--- config.mk ---
export PLATFORM = sky130hd
export DESIGN_NAME = echo_meter
export DESIGN_NICKNAME = d
export VERILOG_FILES = /design/src/rtl/echo_meter.sv
export SDC_FILE = /design/constraint.sdc
export NUM_CORES = 1
export LEC_CHECK = 0
export BUFFER_PORTS_ARGS = -buffer_cell sky130_fd_sc_hd__buf_2
export CAP_MARGIN = 20
export CORE_MARGIN = 2
export CORE_UTILIZATION = 50
export DETAILED_ROUTE_END_ITERATION = 10
export HOLD_SLACK_MARGIN = 0.1
export MAX_ROUTING_LAYER = met4
export PLACE_DENSITY = 0.68
export SLEW_MARGIN = 0
export SYNTH_ARGS = -nofsm -noshare
export SYNTH_HDL_FRONTEND = slang
export SYNTH_SLANG_ARGS = --single-unit
export TNS_END_PERCENT = 1
--- constraint.sdc ---
create_clock -name clk -period 2.5 [get_ports clk]
set_input_delay 0.25 -clock clk [delete_from_list [all_inputs] [get_ports clk]]
set_output_delay 0.25 -clock clk [all_outputs]
set_load 0.05 [all_outputs]
--- src/rtl/echo_meter.sv ---
// HC-SR04 measurement front-end: periodic trigger, echo-width timing with
// saturation, timeout handling and one-cycle result strobes.
module echo_meter #(
  parameter int unsigned TRIG_CYCLES    = 10,
  parameter int unsigned PERIOD_CYCLES  = 60000,
  parameter int unsigned TIMEOUT_CYCLES = 30000,
  parameter int unsigned WIDTH          = 16
) (
  input  logic             clk,
  input  logic             rst,
  input  logic             echo,
  output logic             trig,
  output logic [WIDTH-1:0] width,
  output logic             valid,
  output logic             timeout,
  output logic             busy
);

  localparam int unsigned PW = $clog2(PERIOD_CYCLES + 1);
  localparam int unsigned TW = $clog2(TIMEOUT_CYCLES + 1);
  localparam int unsigned GW = $clog2(TRIG_CYCLES + 1);

  localparam logic [PW-1:0]    PeriodLast = PW'(PERIOD_CYCLES - 1);
  localparam logic [TW-1:0]    ToutLast   = TW'(TIMEOUT_CYCLES - 1);
  localparam logic [GW-1:0]    TrigLast   = GW'(TRIG_CYCLES - 1);
  localparam logic [WIDTH-1:0] CountMax   = '1;

  typedef enum logic [1:0] {StIdle, StTrig, StWaitRise, StMeasure} state_e;

  state_e state_q, state_d;

  logic echo_meta, echo_s, echo_s_d, rise_q;

  logic [PW-1:0]    period_q, period_d;
  logic [TW-1:0]    tout_q, tout_d;
  logic [GW-1:0]    trig_cnt_q, trig_cnt_d;
  logic [WIDTH-1:0] count_q, count_d;
  logic [WIDTH-1:0] width_q, width_d;
  logic             started_q, started_d;
  logic             valid_q, valid_d;
  logic             timeout_q, timeout_d;
  logic             trig_q;

  // Edge detect is registered, so the FSM sees the level one cycle later too
  // (echo_s_d) to keep the measured width equal to the sampled high time.
  always_ff @(posedge clk) begin
    if (rst) begin
      echo_meta <= 1'b0;
      echo_s    <= 1'b0;
      echo_s_d  <= 1'b0;
      rise_q    <= 1'b0;
    end else begin
      echo_meta <= echo;
      echo_s    <= echo_meta;
      echo_s_d  <= echo_s;
      rise_q    <= echo_s & ~echo_s_d;
    end
  end

  always_comb begin
    state_d    = state_q;
    period_d   = (period_q == PeriodLast) ? period_q : period_q + PW'(1);
    tout_d     = tout_q;
    trig_cnt_d = trig_cnt_q;
    count_d    = count_q;
    width_d    = width_q;
    started_d  = started_q;
    valid_d    = 1'b0;
    timeout_d  = 1'b0;

    unique case (state_q)
      StIdle: begin
        if (!started_q || period_q == PeriodLast) begin
          state_d    = StTrig;
          period_d   = '0;
          trig_cnt_d = '0;
          started_d  = 1'b1;
        end
      end
      StTrig: begin
        if (trig_cnt_q == TrigLast) begin
          state_d = StWaitRise;
          tout_d  = '0;
        end else begin
          trig_cnt_d = trig_cnt_q + GW'(1);
        end
      end
      StWaitRise: begin
        tout_d = tout_q + TW'(1);
        if (tout_q == ToutLast) begin
          state_d   = StIdle;
          timeout_d = 1'b1;
          width_d   = '1;
        end else if (rise_q) begin
          state_d = StMeasure;
          count_d = WIDTH'(1);
        end
      end
      StMeasure: begin
        tout_d = tout_q + TW'(1);
        // Timeout wins over a simultaneous echo fall.
        if (tout_q == ToutLast) begin
          state_d   = StIdle;
          timeout_d = 1'b1;
          width_d   = '1;
        end else if (!echo_s_d) begin
          state_d = StIdle;
          valid_d = 1'b1;
          width_d = count_q;
        end else if (count_q != CountMax) begin
          count_d = count_q + WIDTH'(1);
        end
      end
      default: state_d = StIdle;
    endcase
  end

  always_ff @(posedge clk) begin
    if (rst) begin
      state_q    <= StIdle;
      period_q   <= '0;
      tout_q     <= '0;
      trig_cnt_q <= '0;
      count_q    <= '0;
      width_q    <= '0;
      started_q  <= 1'b0;
      valid_q    <= 1'b0;
      timeout_q  <= 1'b0;
      trig_q     <= 1'b0;
    end else begin
      state_q    <= state_d;
      period_q   <= period_d;
      tout_q     <= tout_d;
      trig_cnt_q <= trig_cnt_d;
      count_q    <= count_d;
      width_q    <= width_d;
      started_q  <= started_d;
      valid_q    <= valid_d;
      timeout_q  <= timeout_d;
      trig_q     <= (state_d == StTrig);
    end
  end

  assign trig    = trig_q;
  assign width   = width_q;
  assign valid   = valid_q;
  assign timeout = timeout_q;
  assign busy    = (state_q != StIdle);

endmodule

==> results of run 1 <==
## critical path: cells and delay by family (launching register included)
family,cells,cell delay (ns)
flip-flops,1,0.34
adder cells (fa/ha/maj),1,0.23
AND/OR/NAND/NOR,3,0.82
AO/OA/AOI/OAI,2,0.63
## kinds of logic (layout without fill, tap and decap cells)
| kind of cell | count (synthesis) | after routing | share of synthesized area |
|---|---|---|---|
| fa+ha+maj | 5 | 5 | 0.0188 |
| buf+inv | 21 | 51 | 0.0282 |
| xor+xnor | 18 | 18 | 0.0473 |
| simple gates | 178 | 178 | 0.280 |
| mux | 8 | 8 | 0.0259 |
| compound gates | 73 | 73 | 0.138 |
| flops | 77 | 77 | 0.462 |
## flip-flops by register name, indices dropped and copies added, names as in the netlist
signal      flops
echo_s          1
echo_meta       1
echo_s_d        1
trig            1
started_q       1
valid           1
trig_cnt_q      4
count_q        16
timeout         1
period_q       16
width          16
tout_q         15
state_q         2
rise_q          1
## layout make-up
cell class | instances | area share
Clock inverter | 5 | 0.00948
Tap cell | 77 | 0.0261
Inverter | 7 | 0.00711
Multi-Input combinational cell | 282 | 0.459
Sequential cell | 77 | 0.417
Timing Repair Buffer | 28 | 0.0427
Clock buffer | 11 | 0.0383
## what timing repair did
item | in CTS | in global routing
resized for setup | 0 | 0
endpoints found under the hold margin | 1 | 0
hold buffers | 1 | 0
## synthesized netlist by cell type (5+ instances only)
master / number
o21ai_0: 12
o22ai_1: 16
ha_1: 5
dfxtp_1: 77
and3_1: 13
nand3_1: 18
nor3_1: 7
xor2_1: 10
inv_1: 6
clkbuf_1: 8
or3_1: 9
nand2_1: 30
and2_1: 5
nor2b_1: 9
nor2_1: 51
and4_1: 5
xnor2_1: 8
a21oi_1: 24
mux2i_1: 6
nand4_1: 11
## worst max path at each step
stage	start	cells past startpoint	slack, ns	endpoint
after global routing	tout_q[0]	7	0.28	width[13]
after CTS	tout_q[0]	6	0.42	count_q[11]
after global placement	tout_q[0]	6	0.50	count_q[13]
final	tout_q[0]	6	0.42	count_q[11]
after detailed placement	tout_q[0]	6	0.44	count_q[11]
after floorplan	tout_q[0]	6	0.62	count_q[11]
## per-layer routing
layer	vias to the layer above	global-route usage	wire length (um)
met5	-	-	0
met4	0	0.0750	109
met3	12	0.0375	209
met2	45	0.281	2820
met1	1284	0.279	3480
li1	1421	-	-
## per-stage QoR
step | hold WS, ns | utilization | power (W) | setup slack [ns]
4_1_cts | 0.286 | 0.579 | 0.00218 | 0.423
3_3_place_gp | 0.420 | 0.550 | 0.00135 | 0.501
3_5_place_dp | 0.450 | 0.550 | 0.00135 | 0.442
6_report | 0.299 | 0.579 | 0.00215 | 0.418
2_1_floorplan | 0.378 | - | 0.00134 | 0.620
5_1_grt | 0.314 | 0.579 | 0.00225 | 0.284
## power by group
part | leakage, nW | internal [W] | switching (W)
logic | 0.669 | 0.0000222 | 0.0000506
clock network | 0.0897 | 0.000389 | 0.000438
registers | 0.622 | 0.00124 | 0.0000108
total | 1.38 | 0.00165 | 0.000499
==> metrics, run 1 <==
slowest stage cell, crit path a2111o_1; most frequent cells in the layout dfxtp_1 (77), nor2_1 (51), nand2_1 (30), a21oi_1 (24), buf_2 (22); HP Class primary input to flop; EDFF count, synth 0; Worst-Margin Slew 0.539 ns; Async SR Flop Fraction 0; Die Width 85.6 um; vias per cell 5.67; worst rel slew slack 0.638; crit-path cells ha_1 -> and4_1 -> and4_1 -> a2111o_1 -> or3_1 -> a21oi_1; Post-Synthesis Cells 380; later-pin clock latency in the skew report 0.34 ns; Initial Util 0.522; final instance area 0.00370 sq mm; Leak 1.38 nW; Final ANT Viol Nets 0; Cell Area, Synth 0.00333 sq mm; R2R cell count 6; WL per Instance 13.6 um; vias 2762; Avg Cell Area, Syn 8.77 sq um; Synth area leader dfxtp_1; multi-input combinational cell area 0.00170 sq mm; Final HPWL DP between 4000 and 5000 um; initial antenna violation count 0; clk_skew 0.0107 ns; hold-critical path endpoint width[6]; NumNets Final between 400 and 500; top cells by area, synth dfxtp_1 (46%), nor2_1 (5.7%), a21oi_1 (3.6%), nand2_1 (3.4%), o22ai_1 (3.0%); root buffer cell clkbuf_8; worst flop-to-flop path startpoint tout_q[0]; min-delay src rst; first-pass GRT wire length 11500 um; clk slew on worst S/H paths 0.08 ns; H-tree depth 3; vias in the first global route 2496; Fillers a little under 600; Synth top area share 0.462; cell seen most often among critical-path stages and4_1; register area share after synthesis 0.462; max incr delay on CP 0.48 ns; unique cell type count in the Yosys netlist 52; core area 0.00639 sq mm; Sequential cell area approximately 0.0015 sq mm; routability cong. 0.850; #FFs+latches synth 77; Slew Limit Fails 0; Worst Hold Path Cells 2; critical path required time 2.77 ns; Worst setup SP type flop; largest net degree at the start of global routing 25; final wirelength roughly 6600 um; crit path DAT 2.35 ns; fmax roughly 480 MHz; die area 0.00734 sq mm; Buffers on Ports 22; area delta synth->final 10.9%; RSZ-0062 raised after global routing false; dpl cell area 0.00351 sq mm; ant diodes 0; reg2reg end count_q[11]; postcts setup bufs 0; # Max-Cap Violations 0; DR pass1 iterations 4; commonest non-fill, non-tap cell in the layout dfxtp_1; final-report hold violation count 0; Total Neg Setup Slack 0 ns; Synth warnings 0; Max IR drop VDD 0.409 mV; die height about 86 um; final setup violating endpoints 0; crit end category flop; clock buffer count from CTS 9; Max FO, Critical Path 10; grt ovf 0; fin cells around 500; layout cells sized above 1 0.122; initial DRC count ~130; fin crit share 0.833; status finished clean; DRC 0; CTS tree yes; PD cells 581 mW/mm^2; Post-Syn Nets ~390; clock buffer depth 2; I/O Pins 23; Inst Count DP 470; Final Critical Period 2.08 ns; WS Path Type flop to flop; GRT Util Overall 0.198; Top FF cell, synth dfxtp_1; clk sink count 77; FP Rows 29; R2R setup slack 0.42 ns
No activity file was read; power rests on OpenSTA's default activity.
==> inputs of run 2 (changes only) <==
==> constraint.sdc (replaced) <==
create_clock -name clk -period 2.05 [get_ports clk]
set_input_delay 0.205 -clock clk [delete_from_list [all_inputs] [get_ports clk]]
set_output_delay 0.205 -clock clk [all_outputs]
set_load 0.05 [all_outputs]
==> run 2 against run 1 <==
  * Critical path depth unchanged
  * Non-clock buffer count increased by 11
  * Fmax up 6.8%
  * Final area rose by 3.3%
  * Hold slack improved by 0.0083 ns
  * Setup slack got worse by 0.32 ns
  * Wire length is 1.5% higher
  * Critical endpoint unchanged
==> metrics, run 2 (synthesis gave the netlist of run 1 again) <==
dpl cell area 0.00359 sq mm (+2.4%); Worst-Margin Slew 0.522 ns (-0.0165 ns); CTS tree yes; final wirelength 6720 um (+1.5%); max incr delay on CP 0.42 ns (-0.06 ns); later-pin clock latency in the skew report 0.35 ns (about the same); status finished clean; Leak 1.45 nW (+4.7%); clock buffer depth 2 (unchanged); multi-input combinational cell area 0.00171 sq mm (+0.81%); crit end category flop; Initial Util 0.522 (unchanged); Slew Limit Fails 0 (unchanged); slowest stage cell, crit path a2111o_1; post-layout util 0.598 (+0.0190); ant diodes 0 (unchanged); commonest non-fill, non-tap cell in the layout dfxtp_1; I/O Pins 23 (unchanged); final instance area 0.00382 sq mm (+3.3%); # Max-Cap Violations 0 (unchanged); CP Buf/Inv Count 0 (unchanged); fmax 513 MHz (+6.8%); Buffers on Ports 22 (unchanged); vias per cell 5.70 (+0.55%); NumNets Final 424 (+2.7%); fin crit share 0.952 (+0.119); worst rel slew slack 0.652 (+0.0138); vias 2840 (+2.8%); die area 0.00734 sq mm (unchanged); Sequential cell area 0.00154 sq mm (unchanged); grt ovf 0 (unchanged); WL per Instance 13.5 um (-0.73%); critical path required time 2.34 ns (-0.43 ns); area delta synth->final 14.5%; Final ANT Viol Nets 0 (unchanged); initial DRC count 158 (+19%); DR pass1 iterations 4 (unchanged); clk sink count 77 (unchanged); routability cong. 0.830 (-2.4%); HP Class primary input to flop; DRC 0 (unchanged); Max IR drop VDD 0.656 mV (+60%); Worst setup SP type flop; H-tree depth 3 (unchanged); root buffer cell clkbuf_8; final setup violating endpoints 0 (unchanged); core area 0.00639 sq mm (unchanged); Max FO, Critical Path 10 (unchanged); postcts setup bufs 0 (unchanged); Final HPWL DP 4670 um (+1.4%); largest net degree at the start of global routing 29 (+16%); layout cells sized above 1 0.147 (+0.0253); WS Path Type flop to flop; crit-path leading delay family simple AND/OR/NAND/NOR gates; Final Critical Period 1.95 ns (-0.132 ns); clk slew on worst S/H paths 0.08 ns (about the same); most frequent cells in the layout dfxtp_1 (77), nor2_1 (51), nand2_1 (30), a21oi_1 (24), buf_2 (22); crit path DAT 2.24 ns (-0.11 ns); RSZ-0062 raised after global routing false; clock buffer count from CTS 9 (unchanged); clk_skew 0.00721 ns (-0.00347 ns); Fillers 577 (-0.17%); crit-path cells ha_1 -> and4_4 -> and4_1 -> a2111o_1 -> or3_1 -> a21oi_1; Total Neg Setup Slack 0 ns (unchanged); Die Width 85.6 um (unchanged); PD cells 722 mW/mm^2 (+24%); vias in the first global route 2573 (+3.1%); final-report hold violation count 0 (unchanged); GRT Util Overall 0.203 (+0.00550); die height 85.6 um (unchanged); FP Rows 29 (unchanged); initial antenna violation count 0 (unchanged); first-pass GRT wire length 11600 um (+1.3%)
## run 2: cell count changes in the layout (fill, tap and decap cells not counted)
cell,change
a41oi_2,-1
a41oi_4,+1
and4_4,+1
buf_4,+11
and4_1,-1
clkinv_4,+1
inv_6,-1
bufinv_16,+1
clkinv_2,-1
## run 2: timing repair
item | CTS | global route
endpoints found under the hold margin | 1 | 0
gates resized for setup | 0 | 2
setup endpoints to repair | 0 | 9
hold buffers | 1 | 0
## run 2: worst reg2reg max path, cell delays in order (launching register included)
cell and delay [ns]:
dfxtp_1 0.34, ha_1 0.23, and4_4 0.22, and4_1 0.17
a2111o_1 0.42, or3_1 0.39, a21oi_1 0.14
## run 2: per-layer routing
layer  wire length [um]  share of wire  up-vias  track usage
met5                  0              0        -            -
met4                148          0.022        0       0.0895
met3                262          0.039       15       0.0395
met2               2820           0.42       53        0.283
met1               3480           0.52     1329        0.286
li1                   -              -     1443            -
## run 2: power breakdown
| part | leakage, nW | internal (W) | switching, W |
|---|---|---|---|
| combinational | 0.724 | 0.0000326 | 0.0000636 |
| sequential | 0.622 | 0.00151 | 0.0000121 |
| clock | 0.0995 | 0.000598 | 0.000542 |
| total | 1.45 | 0.00214 | 0.000617 |
## run 2: final cells by class
cell class,instances,share of cell area
Clock buffer,11,0.0370
Clock inverter,5,0.0157
Inverter,7,0.00688
Multi-Input combinational cell,282,0.448
Sequential cell,77,0.404
Tap cell,77,0.0252
Timing Repair Buffer,39,0.0629
## run 2: path summary, 6_finish.rpt
path	start	endpoint	slack, ns	cells past startpoint
setup / recovery	tout_q[0]	count_q[11]	0.1	6
hold / removal	rst	width[8]	0.31	2
setup reg to reg	tout_q[0]	count_q[11]	0.1	6
hold reg to reg	echo_meta	echo_s	0.45	1
## run 2: per-stage QoR
step | hold slack, ns | instances | setup slack (ns) | total power, W
6_report | 0.307 | 498 | 0.0994 | 0.00276
5_1_grt | 0.339 | 498 | 0.00128 | 0.00288
4_1_cts | 0.302 | 498 | 0.0183 | 0.00279
3_5_place_dp | 0.430 | 481 | 0.0350 | 0.00165
3_3_place_gp | 0.417 | 481 | 0.0664 | 0.00165
2_1_floorplan | 0.333 | 380 | 0.170 | 0.00163
